$ cat src/rtl/usb_link_pkg.sv
// Shared types and encodings for the USB device link-state controller.
package usb_link_pkg;

  typedef enum logic [2:0] {
    ST_DETACHED   = 3'd0,
    ST_FS_IDLE    = 3'd1,
    ST_CHIRP_K    = 3'd2,
    ST_CHIRP_WAIT = 3'd3,
    ST_HS_IDLE    = 3'd4,
    ST_HS_REVERT  = 3'd5,
    ST_SUSPEND    = 3'd6
  } link_state_t;

  localparam logic [1:0] OPMODE_NORMAL  = 2'b00;
  localparam logic [1:0] OPMODE_NODRIVE = 2'b01;
  localparam logic [1:0] OPMODE_RAW     = 2'b10;

  localparam logic [1:0] XCVR_HS = 2'b00;
  localparam logic [1:0] XCVR_FS = 2'b01;

  localparam logic [1:0] LS_SE0 = 2'b00;
  localparam logic [1:0] LS_J   = 2'b01;
  localparam logic [1:0] LS_K   = 2'b10;
  localparam logic [1:0] LS_SE1 = 2'b11;

  localparam logic [1:0] SPEED_HS = 2'b00;
  localparam logic [1:0] SPEED_FS = 2'b01;

  // K-J pairs x3 complete the host chirp sequence
  localparam logic [2:0] CHIRP_DONE = 3'd6;

  typedef struct packed {
    logic [1:0] xcvr_select;
    logic       termselect;
    logic [1:0] op_mode;
    logic       tx_valid;
  } utmi_ctrl_t;

  // UTMI control pattern owned by each link state
  function automatic utmi_ctrl_t state_ctrl(input link_state_t s);
    utmi_ctrl_t c;
    c = '{xcvr_select: XCVR_FS, termselect: 1'b0, op_mode: OPMODE_NODRIVE, tx_valid: 1'b0};
    case (s)
      ST_FS_IDLE, ST_SUSPEND, ST_HS_REVERT:
        c = '{xcvr_select: XCVR_FS, termselect: 1'b1, op_mode: OPMODE_NORMAL, tx_valid: 1'b0};
      ST_CHIRP_K:
        c = '{xcvr_select: XCVR_HS, termselect: 1'b1, op_mode: OPMODE_RAW, tx_valid: 1'b1};
      ST_CHIRP_WAIT:
        c = '{xcvr_select: XCVR_HS, termselect: 1'b1, op_mode: OPMODE_NORMAL, tx_valid: 1'b0};
      ST_HS_IDLE:
        c = '{xcvr_select: XCVR_HS, termselect: 1'b0, op_mode: OPMODE_NORMAL, tx_valid: 1'b0};
      default: ;
    endcase
    return c;
  endfunction

endpackage

$ cat src/rtl/usb_link_state_ctrl_if.sv
// Link-controller bundle: protocol-engine controls, UTMI control/TX and status.
interface usb_link_state_ctrl_if;
  logic       connect_en;
  logic       hs_en;
  logic [1:0] utmi_line_state;
  logic       utmi_tx_ready;
  logic [1:0] utmi_xcvr_select;
  logic       utmi_termselect;
  logic [1:0] utmi_op_mode;
  logic       utmi_tx_valid;
  logic [7:0] utmi_tx_data;
  logic       bus_reset;
  logic [1:0] link_speed;
  logic       suspended;

  modport master (
    input  connect_en, hs_en, utmi_line_state, utmi_tx_ready,
    output utmi_xcvr_select, utmi_termselect, utmi_op_mode, utmi_tx_valid,
           utmi_tx_data, bus_reset, link_speed, suspended
  );

  modport slave (
    output connect_en, hs_en, utmi_line_state, utmi_tx_ready,
    input  utmi_xcvr_select, utmi_termselect, utmi_op_mode, utmi_tx_valid,
           utmi_tx_data, bus_reset, link_speed, suspended
  );
endinterface

$ cat src/rtl/usb_link_state_ctrl_chirp_detector.sv
// Counts alternating host K/J chirps, each filtered for T_FILT stable cycles.
module usb_chirp_detector
  import usb_link_pkg::*;
#(
  parameter int unsigned T_FILT = 150
) (
  input  logic       clk,
  input  logic       rst_n,
  input  logic       clear,
  input  logic [1:0] line_state,
  output logic [2:0] chirp_cnt
);

  localparam int unsigned FW = (T_FILT > 1) ? $clog2(T_FILT + 1) : 1;
  localparam logic [FW-1:0] FILT_LAST = FW'(T_FILT - 1);

  logic [1:0]    prev_q;
  logic [FW-1:0] run_q;
  logic [FW-1:0] run_now;
  logic [2:0]    cnt_q;
  logic [2:0]    cnt_d;
  logic          qual;

  // Saturating run length of the current line state, this sample included
  always_comb begin
    run_now = '0;
    if (line_state == prev_q) begin
      run_now = (run_q == '1) ? run_q : run_q + FW'(1);
    end
    qual = (run_now == FILT_LAST);
  end

  // K advances from even counts, J from odd; repeated K or long SE0 restarts
  always_comb begin
    cnt_d = cnt_q;
    if (qual) begin
      case (line_state)
        LS_K: begin
          if (cnt_q == CHIRP_DONE) cnt_d = cnt_q;
          else if (cnt_q[0])       cnt_d = 3'd0;
          else                     cnt_d = cnt_q + 3'd1;
        end
        LS_J:    if (cnt_q[0]) cnt_d = cnt_q + 3'd1;
        LS_SE0:  cnt_d = 3'd0;
        default: ;
      endcase
    end
  end

  // Filter and count registers; clear restarts everything from the next sample
  always_ff @(posedge clk or negedge rst_n) begin
    if (!rst_n) begin
      prev_q <= LS_SE1;
      run_q  <= '0;
      cnt_q  <= 3'd0;
    end else if (clear) begin
      prev_q <= line_state;
      run_q  <= '0;
      cnt_q  <= 3'd0;
    end else begin
      prev_q <= line_state;
      run_q  <= run_now;
      cnt_q  <= cnt_d;
    end
  end

  assign chirp_cnt = cnt_q;

endmodule

$ cat src/rtl/usb_link_state_ctrl.sv
// Device-side USB 2.0 link-state controller: reset detect, HS chirp, suspend/resume.
module usb_link_state_ctrl
  import usb_link_pkg::*;
#(
  parameter int unsigned T_RST    = 150,
  parameter int unsigned T_SUSP   = 180000,
  parameter int unsigned T_CHIRP  = 120000,
  parameter int unsigned T_FILT   = 150,
  parameter int unsigned T_WAIT   = 150000,
  parameter int unsigned T_REVERT = 6000,
  parameter int unsigned CW       = $clog2(T_SUSP + 1)
) (
  input  logic                 clk,
  input  logic                 rst_n,
  usb_link_state_ctrl_if.master bus
);

  localparam logic [CW-1:0] RST_LAST    = CW'(T_RST - 1);
  localparam logic [CW-1:0] SUSP_LAST   = CW'(T_SUSP - 1);
  localparam logic [CW-1:0] CHIRP_LAST  = CW'(T_CHIRP - 1);
  localparam logic [CW-1:0] FILT_LAST   = CW'(T_FILT - 1);
  localparam logic [CW-1:0] WAIT_LAST   = CW'(T_WAIT - 1);
  localparam logic [CW-1:0] REVERT_LAST = CW'(T_REVERT - 1);

  link_state_t   state_q, state_d;
  logic [CW-1:0] timer_q, timer_d;
  logic [CW-1:0] run_q, run_now;
  logic [1:0]    prev_ls_q;
  logic [1:0]    ls;
  logic          was_hs_q, was_hs_d;
  logic          bus_reset_q, bus_reset_d;
  logic [1:0]    speed_q, speed_d;
  logic          susp_q;
  utmi_ctrl_t    ctrl_q;
  logic [2:0]    chirp_cnt;
  logic          chirp_clear;

  assign ls          = bus.utmi_line_state;
  assign chirp_clear = (state_q != ST_CHIRP_WAIT);

  usb_chirp_detector #(.T_FILT(T_FILT)) u_chirp (
    .clk        (clk),
    .rst_n      (rst_n),
    .clear      (chirp_clear),
    .line_state (ls),
    .chirp_cnt  (chirp_cnt)
  );

  // Saturating run length of the current line state, this sample included
  always_comb begin
    run_now = '0;
    if (ls == prev_ls_q) begin
      run_now = (run_q == '1) ? run_q : run_q + CW'(1);
    end
  end

  // Next-state, bus-reset pulse, HS memory, shared timer and speed decode
  always_comb begin
    state_d     = state_q;
    bus_reset_d = 1'b0;
    was_hs_d    = was_hs_q;
    timer_d     = '0;
    speed_d     = SPEED_FS;

    case (state_q)
      ST_DETACHED: if (bus.connect_en) state_d = ST_FS_IDLE;
      ST_FS_IDLE: begin
        if (ls == LS_SE0 && run_now == RST_LAST) begin
          bus_reset_d = 1'b1;
          state_d     = bus.hs_en ? ST_CHIRP_K : ST_FS_IDLE;
        end else if (ls == LS_J && run_now == SUSP_LAST) begin
          state_d = ST_SUSPEND;
        end
      end
      ST_CHIRP_K: if (timer_q == CHIRP_LAST) state_d = ST_CHIRP_WAIT;
      ST_CHIRP_WAIT: begin
        if (chirp_cnt == CHIRP_DONE)  state_d = ST_HS_IDLE;
        else if (timer_q == WAIT_LAST) state_d = ST_FS_IDLE;
      end
      ST_HS_IDLE: if (ls == LS_SE0 && run_now == SUSP_LAST) state_d = ST_HS_REVERT;
      ST_HS_REVERT: begin
        if (timer_q == REVERT_LAST) begin
          case (ls)
            LS_SE0: begin
              bus_reset_d = 1'b1;
              state_d     = ST_CHIRP_K;
            end
            LS_J:    state_d = ST_SUSPEND;
            default: state_d = ST_HS_IDLE;
          endcase
        end
      end
      ST_SUSPEND: begin
        if (ls == LS_K && run_now == FILT_LAST) begin
          state_d = was_hs_q ? ST_HS_IDLE : ST_FS_IDLE;
        end else if (ls == LS_SE0 && run_now == RST_LAST) begin
          bus_reset_d = 1'b1;
          was_hs_d    = 1'b0;
          state_d     = bus.hs_en ? ST_CHIRP_K : ST_FS_IDLE;
        end
      end
      default: state_d = ST_DETACHED;
    endcase

    // Detach overrides any coincident qualification, including its reset pulse
    if (!bus.connect_en) begin
      state_d     = ST_DETACHED;
      bus_reset_d = 1'b0;
    end

    if (state_d == ST_HS_IDLE) was_hs_d = 1'b1;
    if (state_d == ST_FS_IDLE || state_d == ST_DETACHED) was_hs_d = 1'b0;

    if (state_d == state_q) begin
      timer_d = (timer_q == '1) ? timer_q : timer_q + CW'(1);
    end

    if (state_d == ST_HS_IDLE ||
        ((state_d == ST_HS_REVERT || state_d == ST_SUSPEND) && was_hs_d)) begin
      speed_d = SPEED_HS;
    end
  end

  // State, counters and registered outputs
  always_ff @(posedge clk or negedge rst_n) begin
    if (!rst_n) begin
      state_q     <= ST_DETACHED;
      timer_q     <= '0;
      run_q       <= '0;
      prev_ls_q   <= LS_SE1;
      was_hs_q    <= 1'b0;
      ctrl_q      <= state_ctrl(ST_DETACHED);
      bus_reset_q <= 1'b0;
      speed_q     <= SPEED_FS;
      susp_q      <= 1'b0;
    end else begin
      state_q     <= state_d;
      timer_q     <= timer_d;
      run_q       <= run_now;
      prev_ls_q   <= ls;
      was_hs_q    <= was_hs_d;
      ctrl_q      <= state_ctrl(state_d);
      bus_reset_q <= bus_reset_d;
      speed_q     <= speed_d;
      susp_q      <= (state_d == ST_SUSPEND);
    end
  end

  assign bus.utmi_xcvr_select = ctrl_q.xcvr_select;
  assign bus.utmi_termselect  = ctrl_q.termselect;
  assign bus.utmi_op_mode     = ctrl_q.op_mode;
  assign bus.utmi_tx_valid    = ctrl_q.tx_valid;
  assign bus.utmi_tx_data     = 8'h00;
  assign bus.bus_reset        = bus_reset_q;
  assign bus.link_speed       = speed_q;
  assign bus.suspended        = susp_q;

endmodule

$ cat src/flat_wrapper.sv
// flat-port wrapper written by rule: the top's interface ports become plain ports
module usb_link_state_ctrl_flat import usb_link_pkg::*;
#(
  parameter int unsigned T_RST    = 150,
  parameter int unsigned T_SUSP   = 180000,
  parameter int unsigned T_CHIRP  = 120000,
  parameter int unsigned T_FILT   = 150,
  parameter int unsigned T_WAIT   = 150000,
  parameter int unsigned T_REVERT = 6000,
  parameter int unsigned CW       = $clog2(T_SUSP + 1)
)
  (clk, rst_n, bus_connect_en, bus_hs_en, bus_utmi_line_state, bus_utmi_tx_ready, bus_utmi_xcvr_select, bus_utmi_termselect, bus_utmi_op_mode, bus_utmi_tx_valid, bus_utmi_tx_data, bus_bus_reset, bus_link_speed, bus_suspended);
  usb_link_state_ctrl_if bus_i ();
  input  logic clk;
  input  logic rst_n;
  input wire logic [$bits(bus_i.connect_en)-1:0] bus_connect_en;
  input wire logic [$bits(bus_i.hs_en)-1:0] bus_hs_en;
  input wire logic [$bits(bus_i.utmi_line_state)-1:0] bus_utmi_line_state;
  input wire logic [$bits(bus_i.utmi_tx_ready)-1:0] bus_utmi_tx_ready;
  output wire logic [$bits(bus_i.utmi_xcvr_select)-1:0] bus_utmi_xcvr_select;
  output wire logic [$bits(bus_i.utmi_termselect)-1:0] bus_utmi_termselect;
  output wire logic [$bits(bus_i.utmi_op_mode)-1:0] bus_utmi_op_mode;
  output wire logic [$bits(bus_i.utmi_tx_valid)-1:0] bus_utmi_tx_valid;
  output wire logic [$bits(bus_i.utmi_tx_data)-1:0] bus_utmi_tx_data;
  output wire logic [$bits(bus_i.bus_reset)-1:0] bus_bus_reset;
  output wire logic [$bits(bus_i.link_speed)-1:0] bus_link_speed;
  output wire logic [$bits(bus_i.suspended)-1:0] bus_suspended;
  assign bus_i.connect_en = bus_connect_en;
  assign bus_i.hs_en = bus_hs_en;
  assign bus_i.utmi_line_state = bus_utmi_line_state;
  assign bus_i.utmi_tx_ready = bus_utmi_tx_ready;
  assign bus_utmi_xcvr_select = bus_i.utmi_xcvr_select;
  assign bus_utmi_termselect = bus_i.utmi_termselect;
  assign bus_utmi_op_mode = bus_i.utmi_op_mode;
  assign bus_utmi_tx_valid = bus_i.utmi_tx_valid;
  assign bus_utmi_tx_data = bus_i.utmi_tx_data;
  assign bus_bus_reset = bus_i.bus_reset;
  assign bus_link_speed = bus_i.link_speed;
  assign bus_suspended = bus_i.suspended;
  usb_link_state_ctrl #(.T_RST(T_RST), .T_SUSP(T_SUSP), .T_CHIRP(T_CHIRP), .T_FILT(T_FILT), .T_WAIT(T_WAIT), .T_REVERT(T_REVERT), .CW(CW)) u_core (.clk(clk), .rst_n(rst_n), .bus(bus_i));
endmodule
$ cat config.mk
export PLATFORM = sky130hd
export DESIGN_NAME = usb_link_state_ctrl_flat
export DESIGN_NICKNAME = d
export VERILOG_FILES = /design/src/rtl/usb_link_pkg.sv /design/src/rtl/usb_link_state_ctrl_if.sv /design/src/rtl/usb_link_state_ctrl_chirp_detector.sv /design/src/rtl/usb_link_state_ctrl.sv /design/src/flat_wrapper.sv
export SDC_FILE = /design/constraint.sdc
export NUM_CORES = 1
export LEC_CHECK = 0
export CELL_PAD_IN_SITES_DETAIL_PLACEMENT = 1
export CELL_PAD_IN_SITES_GLOBAL_PLACEMENT = 1
export CORE_UTILIZATION = 49
export DETAILED_ROUTE_END_ITERATION = 16
export DONT_BUFFER_PORTS = 1
export PLACE_DENSITY = 0.85
export SLEW_MARGIN = 20
export SYNTH_ARGS = -nofsm -noshare
export SYNTH_HDL_FRONTEND = slang
export SYNTH_SLANG_ARGS = --single-unit
$ cat constraint.sdc
create_clock -name clk -period 4 [get_ports clk]
set_input_delay 0.8 -clock clk [delete_from_list [all_inputs] [get_ports clk]]
set_output_delay 0.8 -clock clk [all_outputs]
set_load 0.01 [all_outputs]
==> results.md, run 1 <==
* Max Root-Sink Buffers at 2
* Die Span X at 94.5 um
* Post_cts resized at 0
* Crit path time final at 3.71 ns
* Initial DRC Count at about 220
* Cells along the critical path: and4_1, nand3_4, o31ai_1, a21o_1, and4_1, nand4_4, mux2i_1, a311oi_1, ha_1, o221a_2, o21ai_1
* Vias/cell at 6.48
* Final wirelength at 11.6 mm
* Commonest non-fill, non-tap cells in the layout: 55 x dfrtp_1, 47 x nor2_1, 39 x nand2_1, 33 x nand3_1, 27 x nor3_1
* Post-synth EDFFs at 0
* Hold WS at 0.131 ns
* Core outline area at 8260 um2
* Die height at 94.5 um
* Leakage power at 1.78 nW
* Wire length per cell at 19.6 um
* Pwr per Cell Area at 289 nW/um2
* Largest net degree at the start of global routing at 61
* Maximum VDD drop at 0.199 mV
* Startpoint Class: flip-flop
* # nets final at 496
* First-pass GRT wire length at 19.6 mm
* GRT Util Overall at 28.6%
* Unrepaired setup endpoints after global routing: no
* Clk slew on worst S/H paths at roughly 0.08 ns
* Root Buffer: clkbuf_8
* RR Endpoint: u_core.bus.link_speed[0]
* Port Buffers at 0
* Inserted Clock Buffers at 9
* Slew headroom at 61.0%
* Antenna cells at 0
* Clock Sinks at 60
* Arrival @ worst endpoint at 3.98 ns
* Post-DRT Antenna Nets at 0
* Final Hold Fails at 0
* CTS tree: done
* RR Startpoint: u_core.run_q[3]
* Worst r2r path cells at 11
* Reg2Reg Setup Slack at 0.29 ns
* Worst skew pair latency at 0.35 ns
* Period Utilization, post-route at 92.7%
* Post-synthesis cell area at 4190 um2
* Synth warnings at 0
* Cell mode on critical path: and4_1
* H-tree Lvls at 3
* Fin. max-slew vios at 0
* Worst Tran Pin Value at 0.585 ns
* Vias in the first global route at 3,891
* Post-CTS setup buffers at 0
* Max-Cap Viols at 0
* Crit end category: flip-flop
* Register area share after synthesis at about 36%
* Mapped Cells at 480
* Total grt overflow at 0
* Clock Skew at approximately 0.013 ns
* Starting Density at 50.8%
* Status: finished clean
* Crit-path slowest cell: dfrtp_1
* Hold bufs inserted after CTS at 0
* FP Rows at 33
* Dpl hpwl at around 8.4 mm
* I/O pins at 25
* Synth unique cells at 76
* Final total power at ~1.3 mW
* Asr flop ratio synth at 100%
* Crit path max fanout at 8
* Initial antenna violation count at 0
* Flop and latch count out of synthesis at 60
* Drt drc at 0
* Setup TNS Final at 0 ns
* Required time worst endpoint at 4.27 ns
* Layout cells sized above 1 at between 10% and 20%
* Drt first pass iters at 5
* Final Wtd Congestion at 0.950
* Fmax at 270 MHz
* Commonest non-fill, non-tap cell in the layout: dfrtp_1
* Hold Path Class: in2async
* Main synth FF type: dfrtp_1
* Layout area overhead at 5.76%
* Crit Path Category: reg2reg
* Total number of vias at 3,834
* CP max stage delay at about 0.51 ns
* Die area at 8930 um2
* # setup viols final at 0
* Average size of a mapped cell at between 8 and 9 um2
[synthesized netlist by cell type, types with 6 or more instances]
master | instances | area, um2
dfrtp_1 | 55 | 1380
nor2_1 | 47 | 176
nand2_1 | 39 | 146
nand3_1 | 33 | 165
nor3_1 | 27 | 135
nand4_1 | 24 | 150
xor2_1 | 17 | 149
buf_4 | 14 | 105
o21ai_0 | 13 | 65.1
inv_1 | 11 | 41.3
and3_1 | 10 | 62.6
clkbuf_1 | 10 | 37.5
nor2b_1 | 10 | 62.6
a21oi_1 | 9 | 45.0
a31oi_1 | 9 | 56.3
mux2i_1 | 9 | 90.1
nor4_1 | 9 | 56.3
and2_1 | 7 | 43.8
and4_1 | 7 | 61.3
ha_1 | 7 | 87.6
o31ai_1 | 6 | 45.0
[worst max-delay path by stage]
stage | startpoint | to | slack, ns
6_report | u_core.run_q[3] | u_core.bus.link_speed[0] | 0.29
3_5_place_dp | bus_utmi_line_state[1] | u_core.bus.link_speed[0] | 0.25
2_1_floorplan | bus_utmi_line_state[0] | u_core.bus.link_speed[0] | 0.56
5_1_grt | u_core.run_q[0] | u_core.bus.link_speed[0] | 0.02
4_1_cts | u_core.run_q[3] | u_core.bus.link_speed[0] | 0.35
3_3_place_gp | bus_utmi_line_state[1] | u_core.bus.link_speed[0] | 0.36
[sequential cells by signal, summed over array words and instances, names as in the netlist, 2 cells and up]
name	cells
u_core.state_q	3
u_core.prev_ls_q	2
u_core.run_q	18
u_core.u_chirp.chirp_cnt	3
u_core.timer_q	18
u_core.bus.utmi_op_mode	2
u_core.u_chirp.run_q	8
[worst max-delay path, delay by kind of cell (launching register included)]
| kind | cells | cell delay [ns] |
|---|---|---|
| AO/OA/AOI/OAI | 5 | 1.35 |
| adder cells (fa/ha/maj) | 1 | 0.31 |
| flip-flops | 1 | 0.51 |
| multiplexers | 1 | 0.17 |
| AND/OR/NAND/NOR | 4 | 1.27 |
[cells by family after synthesis]
group                      share of synthesized area, %
and+or+nand+nor                                    32.8
AOI/OAI and AO/OA                                  15.7
DFF                                                35.9
buffers and inverters                              5.61
xor gates and xnor gates                           5.37
muxes                                              2.42
adders and majority gates                          2.09
other                                            0.0894
[per-stage QoR]
stage / cells / utilization, % / cell area (um2) / worst slack, ns
detailed placement: 576 / 51.7 / 4270 / 0.246
CTS: 592 / 53.7 / 4440 / 0.348
global placement: 576 / 51.7 / 4270 / 0.359
finish: 592 / 53.7 / 4440 / 0.291
floorplan: 489 / - / 4230 / 0.555
global route: 592 / 53.7 / 4440 / 0.0198
[layer usage]
layer,wire (um),vias up,global-route usage (%)
met5,0,-,0
li1,-,1778,-
met3,486,26,4.67
met2,5660,120,46.0
met4,263,0,11.4
met1,5180,1910,38.4
[power by group]
| part | total [mW] | internal [mW] | switching [mW] |
|---|---|---|---|
| Combinational | 0.130 | 0.0527 | 0.0777 |
| Sequential | 0.660 | 0.630 | 0.0305 |
| Clock | 0.492 | 0.227 | 0.265 |
[area by class of cell]
| cell class | count | area [um2] |
|---|---|---|
| Multi-Input combinational cell | 386 | 2480 |
| Clock buffer | 11 | 131 |
| Inverter | 12 | 45.0 |
| Fill cell | 1006 | 3820 |
| Tap cell | 105 | 131 |
| Clock inverter | 5 | 37.5 |
| Timing Repair Buffer | 13 | 97.6 |
| Sequential cell | 60 | 1510 |
Note: power is estimated with default switching activity, not from simulation.
==> run 2, diff against run 1 <==
Settings changed: CORE_ASPECT_RATIO set to 1.25.
==> run 2 against run 1 <==
Effect of this change: wire length is 1.6% lower; register-to-register slack worse by 0.06 ns; fmax is 1.7% lower; sequential power hardly changed; first-iteration DRC count is 46% lower; clock power is 2% higher; sequential cell count stayed put; critical endpoint is now u_core.bus.utmi_xcvr_select[0]; highest routed layer unchanged.
==> results.md, run 2 (synthesis results as in run 1) <==
* Reg2Reg Setup Slack at 0.23 ns (-0.06 ns)
* Biggest regs: u_core.run_q (18), u_core.timer_q (18), u_core.u_chirp.run_q (8)
* Total number of vias at 3,730 (-2.7%)
* Leakage power at 1.77 nW (-0.70%)
* Antenna cells at 0 (unchanged)
* FP Rows at 37 (+12%)
* RR Endpoint: u_core.bus.utmi_xcvr_select[0]
* Period Utilization, post-route at 94.3% (+1.6 points)
* Post-CTS setup buffers at 0 (unchanged)
* Vias in the first global route at 3,895 (+0.10%)
* Initial antenna violation count at 0 (unchanged)
* Max-Cap Viols at 0 (unchanged)
* First-pass GRT wire length at 18.8 mm (-4.5%)
* Slew headroom at 61.7% (+0.73 points)
* Port Buffers at 0 (unchanged)
* Crit end category: flip-flop
* Dpl hpwl at 8.41 mm (+0.34%)
* Final wirelength at 11.4 mm (-1.6%)
* H-tree Lvls at 3 (unchanged)
* Inserted Clock Buffers at 9 (unchanged)
* Required time worst endpoint at 4.27 ns (about the same)
* Total grt overflow at 0 (unchanged)
* Layout cells sized above 1 at 10.6% (-0.73 points)
* Maximum VDD drop at 0.306 mV (+54%)
* Layout area overhead at 5.01%
* Commonest non-fill, non-tap cells in the layout: 55 x dfrtp_1, 47 x nor2_1, 39 x nand2_1, 33 x nand3_1, 27 x nor3_1
* Fin. max-slew vios at 0 (unchanged)
* Cells along the critical path: ha_1, and4_1, nand3_4, o31ai_2, a21o_1, and4_1, nand4_4, mux2i_1, a311o_1, ha_1, nor2_1, nor3_1, mux2i_1
* Commonest non-fill, non-tap cell in the layout: dfrtp_1
* Pwr per Cell Area at 293 nW/um2 (+1.2%)
* Setup TNS Final at 0 ns (unchanged)
* RR Startpoint: u_core.run_q[0]
* Final Hold Fails at 0 (unchanged)
* Crit path max fanout at 8 (unchanged)
* Root Buffer: clkbuf_8
* Vias/cell at 6.43 (-0.70%)
* Worst skew pair latency at 0.35 ns (about the same)
* Hold Path Class: in2async
* # setup viols final at 0 (unchanged)
* Initial DRC Count at 121 (-46%)
* Core outline area at 8290 um2 (+0.35%)
* Final worst setup slack at 0.228 ns (-0.0628 ns)
* Worst r2r path cells at 13 (+2)
* Worst Tran Pin Value at 0.567 ns (-0.0181 ns)
* Crit Path Category: reg2reg
* Wire length per cell at 19.7 um (+0.45%)
* Fmax at 265 MHz (-1.7%)
* Starting Density at 50.6% (-0.18 points)
* Die Span X at 84.8 um (-10%)
* Clock Skew at 0.00625 ns (-0.00667 ns)
* Place WS at 0.139 ns (-0.107 ns)
* CP max stage delay at 0.46 ns (-0.05 ns)
* Largest net degree at the start of global routing at 61 (unchanged)
* Drt drc at 0 (unchanged)
* I/O pins at 25 (unchanged)
* CTS tree: done
* Startpoint Class: flip-flop
* Clock Sinks at 60 (unchanged)
* Max Root-Sink Buffers at 2 (unchanged)
* Final Wtd Congestion at 0.892 (-6.1%)
* Status: finished clean
* Filler instances at 1,014 (+0.80%)
* Clk slew on worst S/H paths at 0.07 ns (about the same)
* Unrepaired setup endpoints after global routing: no
* Crit path time final at 3.77 ns (+0.0628 ns)
* Drt first pass iters at 6 (+1)
* Crit-path slowest cell: dfrtp_1
* Die area at 8940 um2 (about the same)
* Arrival @ worst endpoint at 4.04 ns (+0.06 ns)
* # nets final at 492 (-0.81%)
* Post-DRT Antenna Nets at 0 (unchanged)
* GRT Util Overall at 26.8% (-1.8 points)
* Die height at 105 um (+12%)
-- run 2: cell type report --
cell class | instances | area, um2 | share of cell area (%)
inverter | 12 | 45.0 | 1.02
clock buffer | 14 | 163 | 3.69
timing repair buffer | 9 | 67.6 | 1.53
clock inverter | 2 | 10.0 | 0.227
tap | 97 | 121 | 2.76
multi-input combinational | 386 | 2490 | 56.5
sequential | 60 | 1510 | 34.2
-- run 2: critical path, delay by kind of cell, from the launching register on --
family | cells | cell delay, ns
AOI/OAI and AO/OA | 3 | 0.88
adders and majority gates | 2 | 0.70
DFF | 1 | 0.46
muxes | 2 | 0.28
and+or+nand+nor | 6 | 1.37
-- run 2: power breakdown --
group / internal, mW / switching (mW)
clock network: 0.258 / 0.245
registers: 0.630 / 0.0289
logic: 0.0508 / 0.0767
total: 0.939 / 0.351
-- run 2: through the flow --
stage | cells | area, um2 | hold WS, ns | power (mW) | util [%]
detailed placement | 564 | 4230 | 0.506 | 0.798 | 51.0
global placement | 564 | 4230 | 0.505 | 0.791 | 51.0
global route | 580 | 4400 | 0.128 | 1.34 | 53.1
CTS | 580 | 4400 | 0.128 | 1.30 | 53.1
floorplan | 489 | 4230 | 0.504 | 0.777 | -
finish | 580 | 4400 | 0.137 | 1.29 | 53.1
-- run 2: how the worst max path moves through the flow --
stage	start	endpoint	cells past startpoint
after global placement	bus_utmi_line_state[1]	u_core.bus.utmi_op_mode[0]	13
after floorplan	bus_utmi_line_state[0]	u_core.bus.link_speed[0]	12
after detailed placement	bus_utmi_line_state[0]	u_core.bus.utmi_xcvr_select[0]	11
final	u_core.run_q[0]	u_core.bus.utmi_xcvr_select[0]	13
after global routing	u_core.run_q[0]	u_core.bus.utmi_xcvr_select[0]	13
after CTS	u_core.run_q[0]	u_core.bus.utmi_xcvr_select[0]	13
-- run 2: per-layer routing --
| layer | routed length (um) | vias up | global-route usage [%] |
|---|---|---|---|
| met5 | 0 | - | 0 |
| met4 | 349 | 0 | 14.6 |
| met3 | 325 | 29 | 3.37 |
| met2 | 6220 | 73 | 49.4 |
| met1 | 4510 | 1863 | 29.6 |
| li1 | - | 1765 | - |
-- run 2: timing repair --
item	CTS	global route
resized for setup	0	1
hold buffers	0	0
setup endpoints to repair	0	2
==> run 3, diff against run 2 <==
Settings changed: CAP_MARGIN set to 20.
==> results of run 3 <==
No change in the layout: final DEF, timing and power equal those of run 2.
